$ cat src/rtl/uart_tx_sched_if.sv
// Requester-side handshake bundle for uart_tx_sched: two byte sources, each
// with a held request, stable data and a one-cycle accept pulse.
interface uart_tx_sched_if;
   logic       req0;
   logic [7:0] data0;
   logic       req1;
   logic [7:0] data1;
   logic       ack0;
   logic       ack1;

   modport master (output req0, data0, req1, data1, input ack0, ack1);
   modport slave  (input req0, data0, req1, data1, output ack0, ack1);
endinterface

$ cat src/rtl/uart_tx_sched.sv
// UART transmit framer that shares one PISO shifter between two requesters,
// round-robin, emitting start / 8 data LSB-first / optional parity / stop bits.
module uart_tx_sched #(
   parameter int PARITY_EN  = 0,
   parameter int PARITY_ODD = 0,
   parameter int STOP_BITS  = 1
) (
   input  logic             slow_baud_clk,
   input  logic             reset,
   uart_tx_sched_if.slave   req_bus,
   output logic [7:0]       piso_data,
   output logic             piso_load,
   output logic             piso_shift,
   input  logic             piso_bit,
   output logic             tx,
   output logic             busy,
   output logic             active_src
);

   typedef enum logic [2:0] {IDLE, START, DATA, PARITY, STOP} state_t;

   localparam logic STOP_LAST      = (STOP_BITS == 2);
   localparam logic PARITY_ODD_BIT = (PARITY_ODD != 0);

   state_t          state_reg;
   logic [2:0]      bit_cnt_reg;
   logic            stop_cnt_reg;
   logic            last_grant_reg;
   logic            parity_reg;
   logic            active_src_reg;

   logic [1:0]      req_vec;
   logic [1:0]      ack_vec;
   logic [1:0][7:0] data_vec;
   logic            grant_win;
   logic            grant_any;
   logic            winner;
   logic [7:0]      sel_byte;

   assign req_vec  = {req_bus.req1, req_bus.req0};
   assign data_vec = {req_bus.data1, req_bus.data0};

   // Grants happen only when idle or on the last stop bit, which lets frames
   // run back-to-back; gating with reset keeps acks quiet while held in reset.
   assign grant_win = reset && ((state_reg == IDLE) ||
                                ((state_reg == STOP) && (stop_cnt_reg == STOP_LAST)));
   assign grant_any = grant_win && (|req_vec);
   assign winner    = (&req_vec) ? ~last_grant_reg : req_vec[1];
   assign sel_byte  = data_vec[winner];

   for (genvar gi = 0; gi < 2; gi++) begin : g_ack
      assign ack_vec[gi] = grant_any && (winner == (gi == 1));
   end

   assign req_bus.ack0 = ack_vec[0];
   assign req_bus.ack1 = ack_vec[1];
   assign piso_load    = grant_any;
   assign piso_data    = grant_any ? sel_byte : 8'h00;
   assign active_src   = active_src_reg;

   always_comb begin
      tx         = 1'b1;
      busy       = 1'b1;
      piso_shift = 1'b0;
      case (state_reg)
         IDLE:    busy = 1'b0;
         START:   tx = 1'b0;
         DATA: begin
            tx         = piso_bit;
            piso_shift = 1'b1;
         end
         PARITY:  tx = parity_reg;
         STOP:    tx = 1'b1;
         default: busy = 1'b0;
      endcase
   end

   always_ff @(posedge slow_baud_clk or negedge reset) begin
      if (!reset) begin
         state_reg      <= IDLE;
         bit_cnt_reg    <= 3'd0;
         stop_cnt_reg   <= 1'b0;
         last_grant_reg <= 1'b1;
         parity_reg     <= 1'b0;
         active_src_reg <= 1'b0;
      end else if (grant_any) begin
         state_reg      <= START;
         bit_cnt_reg    <= 3'd0;
         last_grant_reg <= winner;
         active_src_reg <= winner;
         parity_reg     <= (^sel_byte) ^ PARITY_ODD_BIT;
      end else begin
         case (state_reg)
            IDLE:  state_reg <= IDLE;
            START: begin
               state_reg   <= DATA;
               bit_cnt_reg <= 3'd0;
            end
            DATA: begin
               bit_cnt_reg <= bit_cnt_reg + 3'd1;
               if (bit_cnt_reg == 3'd7) begin
                  state_reg    <= (PARITY_EN != 0) ? PARITY : STOP;
                  stop_cnt_reg <= 1'b0;
               end
            end
            PARITY: begin
               state_reg    <= STOP;
               stop_cnt_reg <= 1'b0;
            end
            STOP: begin
               if (stop_cnt_reg == STOP_LAST)
                  state_reg <= IDLE;
               else
                  stop_cnt_reg <= stop_cnt_reg + 1'b1;
            end
            default: state_reg <= IDLE;
         endcase
      end
   end

endmodule

$ cat src/flat_wrapper.sv
// flat-port wrapper written by rule: the top's interface ports become plain ports
module uart_tx_sched_flat 
#(
   parameter int PARITY_EN  = 0,
   parameter int PARITY_ODD = 0,
   parameter int STOP_BITS  = 1
)
  (slow_baud_clk, reset, piso_data, piso_load, piso_shift, piso_bit, tx, busy, active_src, req_bus_req0, req_bus_data0, req_bus_req1, req_bus_data1, req_bus_ack0, req_bus_ack1);
  uart_tx_sched_if req_bus_i ();
  input  logic slow_baud_clk;
  input  logic reset;
  output logic [7:0] piso_data;
  output logic piso_load;
  output logic piso_shift;
  input  logic piso_bit;
  output logic tx;
  output logic busy;
  output logic active_src;
  input wire logic [$bits(req_bus_i.req0)-1:0] req_bus_req0;
  input wire logic [$bits(req_bus_i.data0)-1:0] req_bus_data0;
  input wire logic [$bits(req_bus_i.req1)-1:0] req_bus_req1;
  input wire logic [$bits(req_bus_i.data1)-1:0] req_bus_data1;
  output wire logic [$bits(req_bus_i.ack0)-1:0] req_bus_ack0;
  output wire logic [$bits(req_bus_i.ack1)-1:0] req_bus_ack1;
  assign req_bus_i.req0 = req_bus_req0;
  assign req_bus_i.data0 = req_bus_data0;
  assign req_bus_i.req1 = req_bus_req1;
  assign req_bus_i.data1 = req_bus_data1;
  assign req_bus_ack0 = req_bus_i.ack0;
  assign req_bus_ack1 = req_bus_i.ack1;
  uart_tx_sched #(.PARITY_EN(PARITY_EN), .PARITY_ODD(PARITY_ODD), .STOP_BITS(STOP_BITS)) u_core (.slow_baud_clk(slow_baud_clk), .reset(reset), .req_bus(req_bus_i), .piso_data(piso_data), .piso_load(piso_load), .piso_shift(piso_shift), .piso_bit(piso_bit), .tx(tx), .busy(busy), .active_src(active_src));
endmodule
$ cat config.mk
export PLATFORM = sky130hd
export DESIGN_NAME = uart_tx_sched_flat
export DESIGN_NICKNAME = d
export VERILOG_FILES = /design/src/rtl/uart_tx_sched_if.sv /design/src/rtl/uart_tx_sched.sv /design/src/flat_wrapper.sv
export SDC_FILE = /design/constraint.sdc
export NUM_CORES = 1
export LEC_CHECK = 0
export CORE_ASPECT_RATIO = 0.8
export CORE_MARGIN = 5
export CORE_UTILIZATION = 40
export DETAILED_ROUTE_END_ITERATION = 7
export PLACE_DENSITY_LB_ADDON = 0.25
export REMOVE_ABC_BUFFERS = 1
export SKIP_LAST_GASP = 1
export SLEW_MARGIN = 20
export SYNTH_ARGS = -nofsm -noshare
export SYNTH_HDL_FRONTEND = slang
export SYNTH_SLANG_ARGS = --single-unit
$ cat constraint.sdc
create_clock -name slow_baud_clk -period 1.47 [get_ports slow_baud_clk]
set_clock_uncertainty 0.05 [all_clocks]
set_input_delay 0.147 -clock slow_baud_clk [delete_from_list [all_inputs] [get_ports slow_baud_clk]]
set_output_delay 0.147 -clock slow_baud_clk [all_outputs]
set_load 0.005 [all_outputs]
Word level (Yosys, flattened, before mapping)
Cells that the tools add are included.
{"block": "op_classes", "eq_ne": 8, "n_bitwise": 4, "n_lt_le_gt_ge": 1, "muxes": 16, "n_addsub": 2, "n_reduce_logical": 15}
{"op": "two-way mux 8 bit", "n": 3}
{"op": "two-way mux 3 bit", "n": 4}
{"op": "case mux 3 bit (4 select lines)", "n": 1}
{"op": "XOR reduction 8 bit", "n": 1}
{"op": "equality test 3 x 2 -> 1 bit (second input constant)", "n": 2}
{"op": "equality test 3 bit (second input constant)", "n": 2}
{"op": "case mux 1 bit (3 select lines)", "n": 2}
{"op": "case mux 3 bit (2 select lines)", "n": 1}
{"op": "nonzero test 3 bit", "n": 2}
{"op": "logical AND 1 bit", "n": 5}
{"op": "two-way mux 1 bit", "n": 5}
{"op": "NOT 1 bit", "n": 4}
{"op": "AND reduction 2 bit", "n": 2}
{"op": "OR reduction 4 bit", "n": 1}
{"op": "adder 3 x 1 -> 3 bit (second input constant)", "n": 1}
{"op": "equality test 3 x 1 -> 1 bit (second input constant)", "n": 1}
{"op": "logical NOT 3 bit", "n": 1}
{"op": "inequality test 3 x 1 -> 1 bit (second input constant)", "n": 1}
{"op": "inequality test 3 bit (second input constant)", "n": 1}
{"op": "AND reduction 3 bit", "n": 1}
{"op": "less-than comparator 1 x 2 -> 1 bit (second input constant)", "n": 1}
{"op": "inequality test 2 x 1 -> 1 bit (second input constant)", "n": 1}
{"op": "OR reduction 2 bit", "n": 1}
{"op": "adder 1 bit (second input constant)", "n": 1}
{"op": "logical OR 1 bit", "n": 1}
{"block": "word_totals", "word_cells": 52, "out_inout_bits": 15, "in_bits": 21, "ff_bits": 10}

Depth between registers and ports, before layout
Gate-level depths: netlist of the first run.
{"block": "depth", "depth_word": 7, "ltp_mapped": 6, "ltp_nobuf": 5}

Least setup slack after synthesis of the first run
OpenSTA, ideal clock, no wires.
{"block": "synth_path", "path_kind": "register -> register", "start": "register u_core.bit_cnt_reg[0]", "end": "register u_core.bit_cnt_reg[2]", "arrival_ns": 1.179, "t_required_ns": 1.299, "setup_time_ns": 0.121, "setup_slack_ns": 0.120, "n_path_buf": 0, "path_stages_with_launch": 5, "period_less_slack_ns": 1.350, "cell_sequence": "dfrtp_1 ha_1 ha_1 a22o_1 a22o_1"}
{"block": "synth_via", "elab_chain_len": 3}
{"item": "start: declaration", "line_no": "uart_tx_sched.sv:26", "source": "logic [2:0] bit_cnt_reg;"}
{"item": "start signal: assignment", "line_no": "uart_tx_sched.sv:100", "source": "bit_cnt_reg <= bit_cnt_reg + 3'd1;"}
{"item": "adder 3 x 1 -> 3 bit", "line_no": "uart_tx_sched.sv:100"}
{"item": "case mux 3 bit (2 select lines)", "line_no": "uart_tx_sched.sv:93", "source": "case (state_reg)"}
{"item": "two-way mux 3 bit", "line_no": "uart_tx_sched.sv:86", "source": "end else if (grant_any) begin"}
Every way passes these cells.
A chain may end at the register's enable or synchronous reset.

Worst setup path in the final report of the first run
{"block": "layout_path", "start": "register u_core.last_grant_reg", "end": "output port piso_data[4]"}
{"block": "layout_via", "elab_chain_len": 5}
{"item": "start: declaration", "line_no": "uart_tx_sched.sv:28", "source": "logic last_grant_reg;"}
{"item": "start signal: assignment", "line_no": "uart_tx_sched.sv:89", "source": "last_grant_reg <= winner;"}
{"item": "NOT 1 bit", "line_no": "uart_tx_sched.sv:48", "source": "assign winner = (&req_vec) ? ~last_grant_reg : req_vec[1];"}
{"item": "two-way mux 1 bit", "line_no": "uart_tx_sched.sv:48"}
{"item": "two-way mux 8 bit (implied by the code) (2 in a row)", "line_no": "uart_tx_sched.sv:49", "source": "assign sel_byte = data_vec[winner];"}
{"item": "two-way mux 8 bit", "line_no": "uart_tx_sched.sv:58", "source": "assign piso_data = grant_any ? sel_byte : 8'h00;"}
{"item": "end: declaration", "line_no": "flat_wrapper.sv:12", "source": "output logic [7:0] piso_data;"}
Every way passes these cells. The select of a mux whose other input is x is not followed.

==> results of run 1 <==
==> repair_timing <==
action,in CTS,in global routing
pin swaps,5,6
cloned,2,0
endpoints found under the setup margin,14,17
gates resized for setup,77,25
buffers inserted,7,4
hold endpoints to repair,0,0
==> worst max-delay path, cell delays in order, from the launching register on <==
cell     delay, ns
dfstp_2       0.56
nand2_4       0.09
nand2_4       0.10
nand2_1       0.10
a21oi_2       0.18
buf_2         0.14
==> worst max-delay path by stage <==
stage,slack [ns],startpoint,endpoint,cells past startpoint
after global routing,-0.20,u_core.last_grant_reg,piso_data[4],5
after detailed placement,-0.47,req_bus_req0,piso_data[6],6
final,-0.18,u_core.last_grant_reg,piso_data[4],5
after CTS,-0.13,u_core.state_reg[0],piso_data[6],5
after global placement,-0.39,req_bus_req0,piso_data[1],6
after floorplan,0.12,u_core.bit_cnt_reg[0],u_core.bit_cnt_reg[2],4
==> layout make-up <==
cell class,count,area [um^2],share of cell area [%]
multi-input cells,75,597,40.8
well taps,24,30.0,2.05
repair buffers,68,562,38.4
inverters,4,17.5,1.20
flip-flops and latches,9,229,15.7
clock buffers,4,26.3,1.80
==> cells in the final DEF (no fill, tap or decap), types with 2 or more instances in the layout <==
cell and instances:
buf_4 25, clkdlybuf4s50_1 19, xnor2_1 15, buf_2 13, nand2_1 12, nand2_2 10
buf_6 9, a21oi_2 7, dfrtp_1 6, nor2_1 5, nand2_4 5, a22o_1 5
inv_2 3, clkbuf_4 3, and2_4 2, nor2_4 2, ha_1 2, dlygate4sd2_1 2
dfrtp_2 2
==> metrics by stage <==
step / setup TNS [ns] / std cells / worst slack [ns] / hold WS [ns] / utilization [%]
after global routing: -1.99 / 184 / -0.203 / 0.208 / 79.5
after global placement: -4.21 / 170 / -0.394 / 0.407 / 70.7
after CTS: -1.15 / 182 / -0.131 / 0.222 / 74.1
after floorplan: 0 / 86 / 0.120 / -0.199 / -
after detailed placement: -5.28 / 170 / -0.474 / 0.419 / 70.7
final: -1.14 / 184 / -0.175 / 0.207 / 79.5
==> logic make-up after synthesis <==
family | synth area share [%]
AO/OA/AOI/OAI | 17.0
XOR/XNOR | 17.5
buffers and inverters | 6.18
adder cells (fa/ha/maj) | 3.34
multiplexers | 2.84
flip-flops | 30.2
AND/OR/NAND/NOR | 22.9
==> where the power goes <==
| part | leakage [nW] | switching (mW) | internal [mW] |
|---|---|---|---|
| clock network | 0.0150 | 0.101 | 0.105 |
| logic | 0.590 | 0.605 | 0.718 |
| registers | 0.111 | 0.108 | 0.359 |
| total | 0.716 | 0.814 | 1.18 |
==> layer usage <==
layer	routed length (um)	track usage [%]	vias up
met4	64	10.0	0
met5	0	0	-
met2	1680	35.7	38
met3	180	6.38	8
met1	1230	25.2	451
li1	-	-	440
==> out/results.ini, run 1 <==
[global_routing]
grtUsageTotal_pct = 21.6
grt_pass1_wl_um = 4570
antenna_found_initial = 0
grt_max_degree = 10
grt-ovfl-total = 0
grt_pass1_vias = 959

[clock_network]
h-tree-depth = 1
cts.sinks = 9
worstSkewPairLatency_ns = 0.28
cts_made_buffers = 3
cts_hold_buf = 0
root_buffer = clkbuf_4
tritoncts = done
clock_path_buffers = 2
clk_pin_slew_worst_paths_ns = 0.07

[yosys]
synth-edff-count = 0
synth.yosys.seq_area_share_pct = 30.2
synthDistinctLibCells = 25
synthFlopType = dfrtp_1
yosysMostFrequentCell = nand2_1
ys_ff_latch = 9
syn_inst = 90
yosys-top-cells-count = 25 x nand2_1, 15 x xnor2_1, 8 x a21oi_1, 8 x dfrtp_1, 7 x nor2_1
async_flop_share_pct = 100
ys_top_cells_by_area = dfrtp_1 27%, xnor2_1 18%, nand2_1 13%
synth_top_area_cell = dfrtp_1
synth_top_area_share_pct = 26.7
synth.yosys.warnings = 0
syn_avg_cell_area_um2 = 8.33
netlist_area_um2 = 749

[setup_path]
criticalPathCategory = flop to primary output
start_kind = flop
reg2reg_depth = 5
r2r_start = u_core.state_reg[0]
worstPathArrival_ns = 1.45
path_max_fanout = 5
ff2ff_setup_slack_ns = 0
reg2reg_to = u_core.bit_cnt_reg[1]
critPathCaptureType = primary output
worst_ep_required_time_ns = 1.27

[sta]
timing_max_transition_violations_final = 0
slew_headroom_pct = 78.3
finalCritPeriodShare_pct = 112
worst_pin_slew_ns = 0.325
fmax_mhz = 608
finalSetupViolations = 14
hold_violations = 0
fin_crit_ns = 1.65
rsz0062_at_grt = true
setup_ws_ns = -0.175

[routing]
drcViolationCount = 0
firstDrtPassIters = 4
vias = 937
post_drt_wl_per_cell_um = 17.1
drtIter0Drc = 28
routed_via_density = 5.09
wirelength_um = 3150
final_antenna_net_count = 0

[finish]
drive_gt1_share_pct = 55.0
nNetsFinal = 184
fill_cells = 118
diodes = 0
fin_area_um2 = 1460
syn_to_final_growth_pct = 95.0

[floorplanning]
start_util_pct = 40.7
io_pins = 36
core_area_um2 = 1840
fp.dieH_um = 48.7
chipWidth_um = 58.4
dieArea_um2 = 2840
rows = 14

[hold_path]
hp-class = input pin to async pin

[place]
place_area_um2 = 1300
finalWeightedCongestion = 0.764
portBuffers = 35
detailed_place_hpwl_um = 2030

[outcome]
violations = setup timing
status = finished, violations left

[flow_run]
maxCapViolCount = 0

[power]
p_leak_nw = 0.716
p_per_area_nw_per_um2 = 1370
p_total_mw = 2.00
vdd_drop_max_mv = 1.33

No activity file was read; power rests on OpenSTA's default activity.
==> inputs of run 2 (changes only) <==
--- a/config.mk
+++ b/config.mk
@@ -9,6 +9,7 @@
 export CORE_MARGIN = 5
 export CORE_UTILIZATION = 40
 export DETAILED_ROUTE_END_ITERATION = 7
+export HOLD_SLACK_MARGIN = 0.03
 export PLACE_DENSITY_LB_ADDON = 0.25
 export REMOVE_ABC_BUFFERS = 1
 export SKIP_LAST_GASP = 1
==> results of run 2 <==
No change in the layout: final DEF, timing and power equal those of run 1.
==> inputs of run 3 (changes only) <==
--- a/config.mk
+++ b/config.mk
@@ -9,6 +9,7 @@
 export CORE_MARGIN = 5
 export CORE_UTILIZATION = 40
 export DETAILED_ROUTE_END_ITERATION = 7
+export GPL_TIMING_DRIVEN = 0
 export HOLD_SLACK_MARGIN = 0.03
 export PLACE_DENSITY_LB_ADDON = 0.25
 export REMOVE_ABC_BUFFERS = 1
==> out/results.ini, run 3 (synthesis gave the netlist of run 1 again) <==
[finish]
diodes = 0  ; unchanged
layout_commonest_cell = clkdlybuf4s50_1
final_util_pct = 77.0  ; -2.4 points
nNetsFinal = 177  ; -3.8%
layout_common_cells = 18 x clkdlybuf4s50_1, 15 x xnor2_1, 15 x buf_4
syn_to_final_growth_pct = 89.0
fill_cells = 128  ; +8.5%
fin_area_um2 = 1420  ; -3.1%
drive_gt1_share_pct = 50.3  ; -4.7 points

[clock_network]
cts_made_buffers = 3  ; unchanged
cts.sinks = 9  ; unchanged
worstSkewPairLatency_ns = 0.27  ; about the same
clock_path_buffers = 2  ; unchanged
root_buffer = clkbuf_4
clk_pin_slew_worst_paths_ns = 0.05  ; -0.02 ns
h-tree-depth = 1  ; unchanged
tritoncts = done

[global_routing]
antenna_found_initial = 0  ; unchanged
grtUsageTotal_pct = 20.9  ; -0.76 points
grt_pass1_vias = 912  ; -4.9%
grt_pass1_wl_um = 4470  ; -2.3%
grt_max_degree = 9  ; -1
grt-ovfl-total = 0  ; unchanged

[sta]
rsz0062_at_grt = true
timing_max_transition_violations_final = 0  ; unchanged
finalCritPeriodShare_pct = 114  ; +1.8 points
hold_violations = 0  ; unchanged
slew_headroom_pct = 71.9  ; -6.4 points
setup_ws_ns = -0.202  ; -0.0270 ns
worst_hold_slack_ns = 0.0900  ; -0.117 ns
worst_pin_slew_ns = 0.422  ; +0.0965 ns
fin_crit_ns = 1.67  ; +0.0270 ns
fmax_mhz = 598  ; -1.6%
finalSetupViolations = 13  ; -1

[routing]
firstDrtPassIters = 4  ; unchanged
drtIter0Drc = 22  ; -21%
routed_via_density = 5.00  ; -1.8%
wirelength_um = 2790  ; -12%
drcViolationCount = 0  ; unchanged
final_antenna_net_count = 0  ; unchanged
post_drt_wl_per_cell_um = 15.8  ; -8.1%
vias = 885  ; -5.5%

[setup_path]
path_cells = nand2_4 -> and2_4 -> buf_8 -> nand2_2 -> a21oi_2 -> buf_2
critPathMaxStageDelay_ns = 0.55  ; about the same
worst_ep_required_time_ns = 1.27  ; about the same
start_kind = flop
critPathCaptureType = primary output
path_max_fanout = 6  ; +1
worstPathArrival_ns = 1.48  ; +0.03 ns
slowest_stage = dfstp_2
criticalPathCategory = flop to primary output

[floorplanning]
io_pins = 36  ; unchanged
chipWidth_um = 58.4  ; unchanged
dieArea_um2 = 2840  ; unchanged
rows = 14  ; unchanged
fp.dieH_um = 48.7  ; unchanged
start_util_pct = 40.7  ; unchanged
core_area_um2 = 1840  ; unchanged

[hold_path]
hp-class = input pin to async pin

[power]
p_per_area_nw_per_um2 = 1410  ; +3.5%
p_leak_nw = 0.681  ; -4.8%
vdd_drop_max_mv = 1.38  ; +3.8%

[place]
place_area_um2 = 1100  ; -15%
finalWeightedCongestion = 0.702  ; -8.1%
portBuffers = 35  ; unchanged
detailed_place_hpwl_um = 1510  ; -26%

[outcome]
violations = setup timing
status = finished, violations left

[flow_run]
maxCapViolCount = 0  ; unchanged

-- run 3: metal layers --
layer / global-route usage, % / vias to the layer above / part of all wire [%]
met4: 5.79 / 0 / 1.6
met2: 32.2 / 26 / 46
li1: - / 427 / -
met3: 5.32 / 7 / 7.6
met1: 28.5 / 425 / 44
met5: 0 / - / 0
-- run 3: power breakdown --
group	switching (mW)	internal (mW)	total (mW)
registers	0.104	0.362	0.466
logic	0.593	0.754	1.35
clock network	0.0862	0.105	0.191
-- run 3: metrics by stage --
step	setup TNS (ns)	instances	setup WS [ns]	power, mW
after global placement	-9.27	145	-0.744	1.32
after global routing	-2.41	177	-0.255	2.13
after floorplan	0	86	0.120	0.966
after detailed placement	-9.82	145	-0.774	1.34
final	-1.76	177	-0.202	2.00
after CTS	-1.52	175	-0.173	1.83
-- run 3: timing repair --
action,4_1_cts,5_1_grt
gates cloned,2,0
hold endpoints to repair,8,0
setup endpoints to repair,18,15
resized for setup,90,12
buffers inserted,24,2
hold buffers,1,0
pin swaps,10,4
-- run 3: cell type report --
type,instances,area [um^2],share of cell area [%]
well taps,24,30.0,2.12
clock buffers,4,26.3,1.86
repair buffers,61,522,36.8
flip-flops and latches,9,230,16.3
inverters,4,17.5,1.24
multi-input cells,75,591,41.7
-- run 3: path summary, 6_finish.rpt --
kind / start / endpoint / slack, ns / depth (start not counted)
setup / recovery: u_core.last_grant_reg / piso_data[3] / -0.20 / 6
hold / removal: reset / u_core.last_grant_reg / 0.09 / 1
setup reg to reg: u_core.state_reg[0] / u_core.bit_cnt_reg[0] / 0 / 6
hold reg to reg: u_core.active_src / u_core.active_src / 0.43 / 2
max in group asynchronous: reset / u_core.state_reg[1] / 0.42 / 2
min in group slow_baud_clk: u_core.active_src / u_core.active_src / 0.43 / 2
-- run 3: worst max-delay path: cells and delay by family (launching register included) --
kind	cells	cell delay, ns
AO/OA/AOI/OAI	1	0.05
flip-flops	1	0.55
AND/OR/NAND/NOR	3	0.33
buffers and inverters	2	0.28
